[config.mk]
export PLATFORM = sky130hd
export DESIGN_NAME = mem_arbiter
export DESIGN_NICKNAME = d
export VERILOG_FILES = /design/src/rtl/mips_pkg.sv /design/src/rtl/arb_picker.sv /design/src/rtl/mem_arbiter.sv
export SDC_FILE = /design/constraint.sdc
export NUM_CORES = 1
export LEC_CHECK = 0
export ABC_AREA = 0
export CELL_PAD_IN_SITES_DETAIL_PLACEMENT = 2
export CELL_PAD_IN_SITES_GLOBAL_PLACEMENT = 2
export CORE_ASPECT_RATIO = 1.25
export CORE_MARGIN = 1.5
export CORE_UTILIZATION = 10
export DETAILED_ROUTE_END_ITERATION = 6
export PLACE_DENSITY = 0.95
export SYNTH_ARGS = -nofsm -noshare
export SYNTH_HDL_FRONTEND = slang
export SYNTH_SLANG_ARGS = --single-unit
[constraint.sdc]
create_clock -name clk -period 1.8 [get_ports clk]
set_input_delay 0.36 -clock clk [delete_from_list [all_inputs] [get_ports clk]]
set_output_delay 0.36 -clock clk [all_outputs]
set_load 0.02 [all_outputs]
[src/rtl/mips_pkg.sv]
// Shared definitions for the memory arbiter slice.
//   MIPS_ADDR_W / MIPS_DATA_W : default word-address and data widths of the shared memory_unit
//   owner_t                   : registered owner of the access issued last cycle
//   src_t                     : which requester received the most recent grant
//   GNT_IF / GNT_D            : bit positions inside the one-hot grant vector
package mips_pkg;

    localparam int unsigned MIPS_ADDR_W = 8;
    localparam int unsigned MIPS_DATA_W = 32;

    typedef enum logic [1:0] {
        OWN_IDLE,
        OWN_IF,
        OWN_D
    } owner_t;

    typedef enum logic {
        SRC_IF,
        SRC_D
    } src_t;

    localparam int unsigned GNT_IF = 0;
    localparam int unsigned GNT_D  = 1;

endpackage

[src/rtl/arb_picker.sv]
// Conflict resolution between the fetch and data requesters.
// Configuration macro: ARB_ROUND_ROBIN_EN
//   defined   : on a conflict, grant the requester that did not win last time
//   undefined : fixed priority, the data side always wins a conflict
// Ports:
//   if_req     in   fetch request (already qualified by reset)
//   d_req      in   data request (already qualified by reset)
//   last_grant in   requester that received the most recent grant
//   grant      out  one-hot grant, bit GNT_IF = fetch, bit GNT_D = data
module arb_picker
    import mips_pkg::*;
(
    input  logic       if_req,
    input  logic       d_req,
    input  src_t       last_grant,
    output logic [1:0] grant
);

`ifdef ARB_ROUND_ROBIN_EN
    always_comb begin
        grant = 2'b00;
        if (if_req && d_req) begin
            if (last_grant == SRC_D) begin
                grant[GNT_IF] = 1'b1;
            end else begin
                grant[GNT_D] = 1'b1;
            end
        end else if (if_req) begin
            grant[GNT_IF] = 1'b1;
        end else if (d_req) begin
            grant[GNT_D] = 1'b1;
        end
    end
`else
    // History is irrelevant under fixed priority.
    logic unused_last_grant;
    assign unused_last_grant = last_grant;

    always_comb begin
        grant = 2'b00;
        if (d_req) begin
            grant[GNT_D] = 1'b1;
        end else if (if_req) begin
            grant[GNT_IF] = 1'b1;
        end
    end
`endif

endmodule

[src/rtl/mem_arbiter.sv]
// Two-requester arbiter (instruction fetch, data) in front of one single-port memory
// with a fixed one-cycle read latency. Grants are combinational in the request cycle,
// the response appears one cycle later, and back-to-back accesses pipeline freely.
// Configuration macro: ARB_ROUND_ROBIN_EN (round-robin on conflict; fixed data priority
// when undefined), resolved inside arb_picker.
// Ports:
//   clk, clr                         clock, synchronous active-high reset
//   if_req/if_addr -> if_gnt         fetch request and same-cycle grant
//   if_rvalid/if_rdata               fetch read response
//   d_req/d_we/d_addr/d_wdata        data request; d_gnt same-cycle grant
//   d_rvalid/d_rdata                 data read response or write acknowledge
//   mem_en/mem_wen/mem_addr/mem_wdata memory command from the granted requester
//   mem_rdata                        memory read data, one cycle after the access
module mem_arbiter
    import mips_pkg::*;
#(
    parameter int unsigned ADDR_W = MIPS_ADDR_W,
    parameter int unsigned DATA_W = MIPS_DATA_W
) (
    input  logic              clk,
    input  logic              clr,
    input  logic              if_req,
    input  logic [ADDR_W-1:0] if_addr,
    output logic              if_gnt,
    output logic              if_rvalid,
    output logic [DATA_W-1:0] if_rdata,
    input  logic              d_req,
    input  logic              d_we,
    input  logic [ADDR_W-1:0] d_addr,
    input  logic [DATA_W-1:0] d_wdata,
    output logic              d_gnt,
    output logic              d_rvalid,
    output logic [DATA_W-1:0] d_rdata,
    output logic              mem_en,
    output logic              mem_wen,
    output logic [ADDR_W-1:0] mem_addr,
    output logic [DATA_W-1:0] mem_wdata,
    input  logic [DATA_W-1:0] mem_rdata
);

    owner_t     owner_q, owner_d;
    src_t       last_grant_q, last_grant_d;
    logic       d_we_q, d_we_d;
    logic [1:0] grant;

    // Requests are masked by clr so nothing can be granted while in reset.
    arb_picker u_arb_picker (
        .if_req     (if_req && !clr),
        .d_req      (d_req && !clr),
        .last_grant (last_grant_q),
        .grant      (grant)
    );

    assign if_gnt = grant[GNT_IF];
    assign d_gnt  = grant[GNT_D];

    // Memory command, zeroed when nobody is granted.
    always_comb begin
        mem_en    = 1'b0;
        mem_wen   = 1'b0;
        mem_addr  = '0;
        mem_wdata = '0;
        if (d_gnt) begin
            mem_en    = 1'b1;
            mem_wen   = d_we;
            mem_addr  = d_addr;
            mem_wdata = d_wdata;
        end else if (if_gnt) begin
            mem_en   = 1'b1;
            mem_addr = if_addr;
        end
    end

    // Owner records last cycle's grant; d_we_q tells a write ack from a read.
    always_comb begin
        owner_d      = OWN_IDLE;
        last_grant_d = last_grant_q;
        d_we_d       = 1'b0;
        if (if_gnt) begin
            owner_d      = OWN_IF;
            last_grant_d = SRC_IF;
        end else if (d_gnt) begin
            owner_d      = OWN_D;
            last_grant_d = SRC_D;
            d_we_d       = d_we;
        end
    end

    always_ff @(posedge clk) begin
        if (clr) begin
            owner_q      <= OWN_IDLE;
            last_grant_q <= SRC_D;
            d_we_q       <= 1'b0;
        end else begin
            owner_q      <= owner_d;
            last_grant_q <= last_grant_d;
            d_we_q       <= d_we_d;
        end
    end

    // clr also suppresses a response already in flight.
    always_comb begin
        if_rvalid = (owner_q == OWN_IF) && !clr;
        d_rvalid  = (owner_q == OWN_D) && !clr;
        if_rdata  = if_rvalid ? mem_rdata : '0;
        d_rdata   = (d_rvalid && !d_we_q) ? mem_rdata : '0;
    end

endmodule

==> impl_metrics.prom <==
# TYPE chip_impl_metric gauge
chip_impl_metric{name="seqPwrFrac",unit=""} 0.075
chip_impl_metric{name="design.portCount",unit=""} 195
chip_impl_metric{name="crit_path_required_time",unit="ns"} 1.44
chip_impl_metric{name="fp.dieH",unit="µm"} 111
chip_impl_metric{name="finalHoldViolations",unit=""} 0
chip_impl_metric{name="dr_total_vias",unit=""} 1828
chip_impl_metric{name="synth-seq-cells",unit=""} 3
chip_impl_metric{name="grt_use_total",unit=""} 0.147
chip_impl_info{name="status",value="complete, no violations"} 1
chip_impl_metric{name="max_cap_viol_count",unit=""} 0
chip_impl_info{name="layout.cells.most_common",value="and2_1"} 1
chip_impl_metric{name="layout-area-overhead-vs-synth",unit="%"} 219
chip_impl_metric{name="sequential_cell_area_fraction_in_the_yosys_report",unit=""} 0.0641
chip_impl_metric{name="cts_max_path_buffers",unit=""} 2
chip_impl_metric{name="finish.utilization",unit=""} 0.327
chip_impl_metric{name="synthesis.nets",unit=""} 232
chip_impl_metric{name="cts_htree_levels",unit=""} 1
chip_impl_metric{name="post_dp_cell_area",unit="µm²"} 3090
chip_impl_metric{name="syn_area",unit="µm²"} 937
chip_impl_metric{name="fp-row-count",unit=""} 39
chip_impl_metric{name="vias_per_cell",unit=""} 3.88
chip_impl_metric{name="ant_nets",unit=""} 0
chip_impl_metric{name="peakVddDrop",unit="mV"} 0.229
chip_impl_metric{name="fin_area",unit="µm²"} 2990
chip_impl_metric{name="routabilityCongestion",unit=""} 0.809
chip_impl_info{name="critPathCaptureType",value="primary output"} 1
chip_impl_metric{name="net_switching",unit="mW"} 0.304
chip_impl_metric{name="floorplan.die_area",unit="µm²"} 9960
chip_impl_info{name="grt_setup_unrepaired",value="yes"} 1
chip_impl_metric{name="grt_start_max_net_pins",unit=""} 33
chip_impl_metric{name="synthCells",unit=""} 147
chip_impl_info{name="min-delay-path-class",value="input pin to register"} 1
chip_impl_metric{name="powerDensity",unit="nW/µm²"} 331
chip_impl_info{name="tritoncts",value="built"} 1
chip_impl_metric{name="clk_pin_slew_worst_paths",unit="ns"} 0.03
chip_impl_metric{name="crit_path_arrival_time",unit="ns"} 1.38
chip_impl_metric{name="finalSetupViolations",unit=""} 0
chip_impl_metric{name="slew_headroom",unit=""} 0.827
chip_impl_metric{name="detail_route.first_pass.iterations",unit=""} 2
chip_impl_metric{name="top_fanout_value_on_the_critical_path",unit=""} 16
chip_impl_metric{name="die-width",unit="µm"} 89.6
chip_impl_info{name="ctsRootBufferMaster",value="clkbuf_16"} 1
chip_impl_metric{name="final.hold.worst_slack",unit="ns"} 0.623
chip_impl_info{name="commonest_cells_after_routing_fill_and_taps_aside",value="94 x and2_1, 81 x clkdlybuf4s50_1, 65 x buf_4"} 1
chip_impl_metric{name="power",unit="mW"} 0.989
chip_impl_metric{name="global_route.overflow_total",unit=""} 0
chip_impl_metric{name="detail_route.wirelength",unit="µm"} 7670
chip_impl_info{name="critical_path_start_type",value="register"} 1
chip_impl_metric{name="synth-warning-count",unit=""} 0
chip_impl_metric{name="share_comb_of_total_power",unit=""} 0.562
chip_impl_metric{name="internal_dissipation",unit="mW"} 0.685
chip_impl_metric{name="slew_viol_final",unit=""} 0
chip_impl_metric{name="antenna_cells_inserted",unit=""} 0
chip_impl_metric{name="grt_antenna_before_repair",unit=""} 0
chip_impl_metric{name="cts_made_buffers",unit=""} 3
chip_impl_metric{name="tightest_slew",unit="ns"} 0.259
chip_impl_metric{name="share_of_total_power_consumed_by_net_switching",unit=""} 0.307
chip_impl_metric{name="initial_utilization",unit=""} 0.103
chip_impl_metric{name="static-leakage-power",unit="nW"} 1.48
chip_impl_metric{name="core",unit="µm²"} 9130
chip_impl_metric{name="nNetsFinal",unit=""} 434
chip_impl_metric{name="wire_length_per_cell",unit="µm"} 16.3
chip_impl_metric{name="port_buffers",unit=""} 194
chip_impl_metric{name="first_global_vias",unit=""} 2030
chip_impl_metric{name="dpl.hpwl",unit="µm"} 6080
chip_impl_metric{name="drive_above_1_share",unit=""} 0.402
chip_impl_metric{name="min_period_over_period",unit=""} 0.964
chip_impl_metric{name="detailedRoute.firstIterationViolations",unit=""} 33
chip_impl_metric{name="power.clock.fraction",unit=""} 0.364
chip_impl_metric{name="yosys.cell_types.count",unit=""} 13
chip_impl_metric{name="grt_pass1_wl",unit="µm"} 11000
chip_impl_metric{name="max_freq",unit="GHz"} 0.576
chip_impl_metric{name="cts_num_sinks",unit=""} 3
chip_impl_info{name="type_of_the_setup_path_with_the_least_slack",value="register to primary output"} 1
chip_impl_metric{name="fin_crit",unit="ns"} 1.74
chip_impl_metric{name="syn_avg_cell_area",unit="µm²"} 6.38
chip_impl_metric{name="drcViolationCount",unit=""} 0
## area by class of cell
| type | count | area (µm²) |
|---|---|---|
| clock buffers | 4 | 78.8 |
| multi-input cells | 131 | 853 |
| fillers | 1072 | 6140 |
| well taps | 123 | 154 |
| flip-flops and latches | 3 | 62.6 |
| repair buffers | 210 | 1840 |
## synth_stat cells, drive strengths merged
master	count	share of area
a21oi	8	0.043
and2	98	0.65
buf	2	0.011
clkbuf	11	0.048
dfxtp	3	0.064
nand2	8	0.032
nand3b	8	0.064
nor2	2	0.0080
nor2b	2	0.013
nor3b	4	0.037
nor4b	1	0.025
## sequential cells by signal, indices dropped and copies added (netlist names)
name and flops:
owner_q 2, d_we_q 1
## final timing paths
check | depth (start not counted) | slack [ns] | to | from
worst min-delay path | 3 | 0.62 | owner_q[0] | if_req
worst max-delay path | 5 | 0.06 | if_rdata[6] | owner_q[0]
## stage by stage
stage	setup TNS, ns	setup WS (ns)	std cells
4_1_cts	-0.0117	-0.0117	471
5_1_grt	-0.0960	-0.0185	471
3_3_place_gp	-75.89	-0.788	459
3_5_place_dp	-84.87	-0.899	459
2_1_floorplan	0	0.276	147
6_report	0	0.0643	471
## per-layer routing
metal	up-vias	part of all wire	track usage
met1	833	0.31	0.137
met3	6	0.11	0.0328
li1	855	-	-
met2	134	0.57	0.305
met4	0	0.0087	0.0267
met5	-	0	0
## power by group through the flow
stage	clock network, mW	logic (mW)	registers, mW
floorplan	0	0.183	0.0732
global placement	0	0.546	0.0735
CTS	0.369	0.557	0.0740
finish	0.360	0.556	0.0739
global route	0.370	0.591	0.0745
detailed placement	0	0.561	0.0741
## logic make-up after synthesis
family | count (synthesis) | share of synthesized area
AND/OR/NAND/NOR | 123 | 0.834
buffers and inverters | 13 | 0.0587
AO/OA/AOI/OAI | 8 | 0.0427
flip-flops | 3 | 0.0641
## critical path, stage by stage, from the launching register on
cell and delay, ns:
dfxtp_2 0.35, nor3b_4 0.23, buf_6 0.15, buf_16 0.13
and2_1 0.12, buf_2 0.17
## repair_timing
item | in CTS | in global routing
buffers inserted | 5 | 0
hold buffers | 0 | 0
pin swaps | 3 | 1
resized for setup | 458 | 71
cloned | 3 | 0
setup endpoints to repair | 110 | 65
Power figures use the tool's default switching activity.
